==> config.mk <==
export PLATFORM = sky130hd
export DESIGN_NAME = reservation_station
export DESIGN_NICKNAME = d
export VERILOG_FILES = /design/src/rtl/reservation_station.sv
export SDC_FILE = /design/constraint.sdc
export NUM_CORES = 2
export LEC_CHECK = 0
export CORE_MARGIN = 4
export CORE_UTILIZATION = 30
export DETAILED_ROUTE_END_ITERATION = 8
export PLACE_DENSITY_LB_ADDON = 0.25
export SLEW_MARGIN = 20
export SYNTH_ARGS = -nofsm -noshare
export SYNTH_HDL_FRONTEND = slang
export SYNTH_SLANG_ARGS = --single-unit
==> constraint.sdc <==
create_clock -name clk_i -period 18.3 [get_ports clk_i]
set_input_delay 3.66 -clock clk_i [delete_from_list [all_inputs] [get_ports clk_i]]
set_output_delay 3.66 -clock clk_i [all_outputs]
set_load 0.005 [all_outputs]
==> src/rtl/reservation_station.sv <==
// reservation_station
//   Per-functional-unit reservation station. Holds renamed instructions in an
//   age-ordered compacting queue (entry 0 is oldest), wakes waiting operands
//   from the completion broadcast, and issues the oldest fully-ready entry
//   through a registered valid/ready issue port.
//
// Ports
//   clk_i, reset_i                 clock, synchronous active-high reset
//   writeEn_i                      decode selects this station
//   robTag_i, tag1_i, tag2_i       destination tag and operand tags (0 = value present)
//   val1_i, val2_i, commands_i     operand values (bit 64 ignored) and command word
//   stall_o                        station full
//   cdbValid_i, cdbTag_i, cdbVal_i completion broadcast (only [63:0] captured)
//   issueValid_o, fuReady_i        issue handshake
//   issueTag_o, issueVal1_o,
//   issueVal2_o, issueCommands_o   issued instruction fields
module reservation_station #(
  parameter int ROBsize    = 32,
  parameter int ROBsizeLog = $clog2(ROBsize + 1),
  parameter int DEPTH      = 4,
  parameter int DEPTHLog   = $clog2(DEPTH + 1)
) (
  input  logic                  clk_i,
  input  logic                  reset_i,
  input  logic                  writeEn_i,
  input  logic [ROBsizeLog-1:0] robTag_i,
  input  logic [ROBsizeLog-1:0] tag1_i,
  input  logic [ROBsizeLog-1:0] tag2_i,
  input  logic [64:0]           val1_i,
  input  logic [64:0]           val2_i,
  input  logic [9:0]            commands_i,
  output logic                  stall_o,
  input  logic                  cdbValid_i,
  input  logic [ROBsizeLog-1:0] cdbTag_i,
  input  logic [64:0]           cdbVal_i,
  output logic                  issueValid_o,
  input  logic                  fuReady_i,
  output logic [ROBsizeLog-1:0] issueTag_o,
  output logic [63:0]           issueVal1_o,
  output logic [63:0]           issueVal2_o,
  output logic [9:0]            issueCommands_o
);

  typedef struct packed {
    logic [ROBsizeLog-1:0] rob;
    logic [ROBsizeLog-1:0] tag1;
    logic [ROBsizeLog-1:0] tag2;
    logic [63:0]           val1;
    logic [63:0]           val2;
    logic [9:0]            cmd;
  } entry_t;

  entry_t              ent_q [DEPTH];
  entry_t              ent_w [DEPTH];
  entry_t              ent_n [DEPTH];
  entry_t              sel_ent;
  entry_t              new_ent;
  logic [DEPTHLog-1:0] count_q;
  logic [DEPTHLog-1:0] count_n;
  logic [DEPTHLog-1:0] sel;
  logic [DEPTHLog-1:0] wr_idx;
  logic                any_ready;
  logic                do_issue;
  logic                do_write;
  logic                unused_bits;

  // Bit 64 of the value buses carries nothing this station needs.
  assign unused_bits = ^{val1_i[64], val2_i[64], cdbVal_i[64]};

  // Tag 0 means "value present" and therefore never matches a broadcast.
  function automatic logic snoop_hit(input logic [ROBsizeLog-1:0] tag,
                                     input logic                  cdb_valid,
                                     input logic [ROBsizeLog-1:0] cdb_tag);
    return cdb_valid && (tag != '0) && (tag == cdb_tag);
  endfunction

  assign stall_o  = (count_q == DEPTHLog'(DEPTH));
  assign do_write = writeEn_i & ~stall_o;

  always_comb begin
    any_ready = 1'b0;
    sel       = '0;
    sel_ent   = '0;
    // Descending scan so the lowest (oldest) ready index is the one kept.
    // Readiness is taken from registered state only.
    for (int i = DEPTH - 1; i >= 0; i--) begin
      if (DEPTHLog'(i) < count_q && ent_q[i].tag1 == '0 && ent_q[i].tag2 == '0) begin
        any_ready = 1'b1;
        sel       = DEPTHLog'(i);
        sel_ent   = ent_q[i];
      end
    end
    do_issue = any_ready & (~issueValid_o | fuReady_i);

    // Wakeup of stored entries from the broadcast.
    for (int i = 0; i < DEPTH; i++) begin
      ent_w[i] = ent_q[i];
      if (DEPTHLog'(i) < count_q) begin
        if (snoop_hit(ent_q[i].tag1, cdbValid_i, cdbTag_i)) begin
          ent_w[i].val1 = cdbVal_i[63:0];
          ent_w[i].tag1 = '0;
        end
        if (snoop_hit(ent_q[i].tag2, cdbValid_i, cdbTag_i)) begin
          ent_w[i].val2 = cdbVal_i[63:0];
          ent_w[i].tag2 = '0;
        end
      end
    end

    // Incoming entry, with bypass from a same-cycle broadcast.
    new_ent.rob  = robTag_i;
    new_ent.tag1 = tag1_i;
    new_ent.tag2 = tag2_i;
    new_ent.val1 = val1_i[63:0];
    new_ent.val2 = val2_i[63:0];
    new_ent.cmd  = commands_i;
    if (snoop_hit(tag1_i, cdbValid_i, cdbTag_i)) begin
      new_ent.val1 = cdbVal_i[63:0];
      new_ent.tag1 = '0;
    end
    if (snoop_hit(tag2_i, cdbValid_i, cdbTag_i)) begin
      new_ent.val2 = cdbVal_i[63:0];
      new_ent.tag2 = '0;
    end

    // Compact over the issued slot, then append behind the surviving entries.
    for (int i = 0; i < DEPTH; i++) begin
      ent_n[i] = ent_w[i];
    end
    for (int i = 0; i < DEPTH - 1; i++) begin
      if (do_issue && DEPTHLog'(i) >= sel) begin
        ent_n[i] = ent_w[i+1];
      end
    end
    wr_idx = count_q - DEPTHLog'(do_issue);
    for (int i = 0; i < DEPTH; i++) begin
      if (do_write && DEPTHLog'(i) == wr_idx) begin
        ent_n[i] = new_ent;
      end
    end
    count_n = count_q + DEPTHLog'(do_write) - DEPTHLog'(do_issue);
  end

  // Queue storage: only the occupancy count is reset; slots beyond it are don't-care.
  always_ff @(posedge clk_i) begin
    if (reset_i) begin
      count_q <= '0;
    end else begin
      count_q <= count_n;
    end
    for (int i = 0; i < DEPTH; i++) begin
      ent_q[i] <= ent_n[i];
    end
  end

  // Issue register
  always_ff @(posedge clk_i) begin
    if (reset_i) begin
      issueValid_o    <= 1'b0;
      issueTag_o      <= '0;
      issueVal1_o     <= '0;
      issueVal2_o     <= '0;
      issueCommands_o <= '0;
    end else if (do_issue) begin
      issueValid_o    <= 1'b1;
      issueTag_o      <= sel_ent.rob;
      issueVal1_o     <= sel_ent.val1;
      issueVal2_o     <= sel_ent.val2;
      issueCommands_o <= sel_ent.cmd;
    end else if (fuReady_i) begin
      issueValid_o    <= 1'b0;
    end
  end

endmodule

==> impl_results.md <==
- Core area: 0.128 sq mm
- Hold Vio Cnt, Final: 0
- Fin Setup TNS: 0 ps
- Fmax: 0.121 GHz
- Synth cell types: 62
- Root Driver: clkbuf_16
- Vias in the first global route: 34.9k
- Chip width: 368 um
- Cts hold-fix bufs: 0
- Number of standard cells after synthesis: 4060
- Final #Nets: 4427
- Slew HR: 18.3%
- Crit. End Element: register
- Skew final: 24.0 ps
- Cells along the critical path: clkdlybuf4s50_1, nor2b_1, a21oi_4, buf_12, ha_1, ha_1, o211a_1, o2111ai_1, buf_4, and4_1, nand2_4, buf_4, o22ai_1, a31oi_1
- Largest net degree at the start of global routing: 166
- Pins Over Slew Limit: 0
- DRT antenna net count: 0
- Post-Route WL: 167000 um
- Post-synth EDFFs: 204
- Area grow syn2layout: 20.8%
- Fillers: 13.0k
- Critical-path top delay cell: and4_1
- Initial antenna violation count: 15
- Outcome: finished clean
- Clock buffer depth: 3
- Syn Area/Cell: 9.57 sq um
- DRC: 0
- Async S/R FF share, synth: 0%
- Worst-margin pin slew: 1230 ps
- Tmin final: 8250 ps
- DIE HEIGHT: 368 um
- Routed via count: 35.3k
- Post-Synthesis Cell Area: 0.0388 sq mm
- Die area: 0.135 sq mm
- Period utilisation layout: 45.1%
- Number of port buffers: 376
- DR vias/cell: 5.87
- Worst setup SP type: input pin
- Initial Util: 30.3%
- Gpl congestion: 0.801
- # setup viols final: 0
- RSZ-0062 raised after global routing: false
- Syn_nets: 4301
- Final core utilization: 36.6%
- Hold Crit Class: reg2reg
- Max Cap Violations: 0
- Post-CTS resize count: 0
- Tot Pwr: 6.50 mW
- Critical path class: in2reg
- Pleak: 18.1 nW
- Final setup margin: 10050 ps
- FF+latch count, synth: 772
- Dpl ws: 9380 ps
- Arrival time at the worst endpoint: 8630 ps
- CTS tree: done
- Overall global routing resource usage: 23.6%
- Worst vdd ir: 0.0817 mV
- DR iter-0 viols: 3297
- Critical Path Max Stage Delay: 990 ps
- H-tree Lvls: 3
- Clock Sinks: 772
- Initial DRT Pass Iterations: 5
- Detailed Place HPWL: 95400 um
- Row cnt: 131
- Critical-path maximum fanout: 165
- CP required: 18680 ps
- Global route overflow: 0
- TritonCTS buffer count: 95
- Clock Latency Late Sink: 680 ps
- Prevailing post-synth register cell: dfxtp_1
- Layout cells sized above 1: 7.43%
- Reg clk slew, reported paths: 60 ps
- IO Pins: 380
- Final Non-Filler Cells: 6010
- Post-placement cell count: 5817
- Warnings from Yosys: 0
- Sequential area share after synthesis: 45.0%
- Postcts setup bufs: 0
- WL per Instance: 27.7 um
- Cell Pwr Density: 138 mW/mm^2
- First-pass GRT wire length: 242000 um
==> cell type report <==
class	instances	area (sq um)	area share [%]
tap	1729	2160	4.61
inverter	73	284	0.605
antenna	13	32.5	0.0693
clock buffer	144	2850	6.07
sequential	772	17500	37.3
multi-input combinational	2802	19500	41.5
timing repair buffer	442	4310	9.18
clock inverter	35	295	0.629
==> critical path, delay by kind of cell <==
kind,cells,cell delay (ps)
AND/OR/NAND/NOR,3,2100
adder cells (fa/ha/maj),2,490
AO/OA/AOI/OAI,5,740
buffers and inverters,4,1540
==> cell families (layout without fill, tap and decap cells) <==
logic type               Yosys count  count (layout)  synth area share [%]
adder cells (fa/ha/maj)            7               7                 0.245
AO/OA/AOI/OAI                   1559            1559                  28.1
multiplexers                     453             453                  11.9
AND/OR/NAND/NOR                  724             724                  8.01
buffers and inverters            486             694                  5.41
XOR/XNOR                          59              59                  1.33
other                              0              13                     0
flip-flops                       772             772                  45.0
==> metal layers <==
| layer | track usage, % | share of wire, % | up-vias | wire [um] |
|---|---|---|---|---|
| met4 | 7.84 | 2.7 | 6 | 4540 |
| met2 | 39.1 | 47 | 1660 | 78300 |
| met1 | 31.3 | 42 | 17502 | 70600 |
| met3 | 3.67 | 7.9 | 286 | 13200 |
| met5 | 0 | 0.029 | - | 48 |
| li1 | - | - | 15848 | - |
==> layout by cell type (no fill, tap or decap), types with 18 or more instances in the layout <==
cell type          n
a21oi_1          293
a221o_1          145
a221oi_1          68
a22o_1            97
a31oi_1          215
and3_1            69
buf_4             63
clkbuf_1          28
clkbuf_16        102
clkdlybuf4s50_1  375
dfxtp_1          568
edfxtp_1         204
inv_1             71
mux2_2            69
mux2i_1          384
nand2_1          409
nand3_1           33
nor2_1           149
o211ai_1         146
o21ai_0          151
o21ai_1           19
o21bai_1         144
o221ai_1          64
o22a_1            64
o22ai_1          128
xnor2_1           18
xor2_1            41
==> path summary, 6_finish.rpt <==
path	from	endpoint	slack, ps	cells past startpoint
min	ent_q[0][47]	issueVal2_o[37]	510	2
max	fuReady_i	ent_q[0][95]	10050	14
min reg2reg	ent_q[0][47]	issueVal2_o[37]	510	2
max reg2reg	ent_q[2][144]	ent_q[0][95]	12010	15
==> stage by stage <==
stage / hold slack [ps] / instance area (sq um)
6_report: 508 / 46900
3_5_place_dp: 509 / 43700
3_3_place_gp: 508 / 43700
4_1_cts: 517 / 46900
5_1_grt: 539 / 46900
2_1_floorplan: 486 / 38800
==> synth_stat cells (128+ instances only) <==
master	instances	area share (%)
nand2_1	415	4.0
clkbuf_1	260	2.5
mux2i_1	384	9.9
dfxtp_1	568	29
o21bai_1	144	2.8
edfxtp_1	204	16
a221o_1	145	3.7
o211ai_1	146	2.8
a31oi_1	215	3.5
nor2_1	149	1.4
o22ai_1	128	2.1
a21oi_1	295	3.8
o21ai_0	151	1.9
==> where the power goes <==
part           leakage [nW]  switching, mW  internal [mW]  total [mW]
Combinational          9.90           1.03          0.744        1.78
Sequential             6.63          0.354           2.45        2.80
Clock                  1.55          0.798           1.12        1.92
==> state kept, by name, summed over array words and instances (netlist names) <==
name             count
count_q              3
ent_q              624
issueCommands_o     10
issueTag_o           6
issueVal1_o         64
issueVal2_o         64
issueValid_o         1
Note: power is estimated with default switching activity, not from simulation.
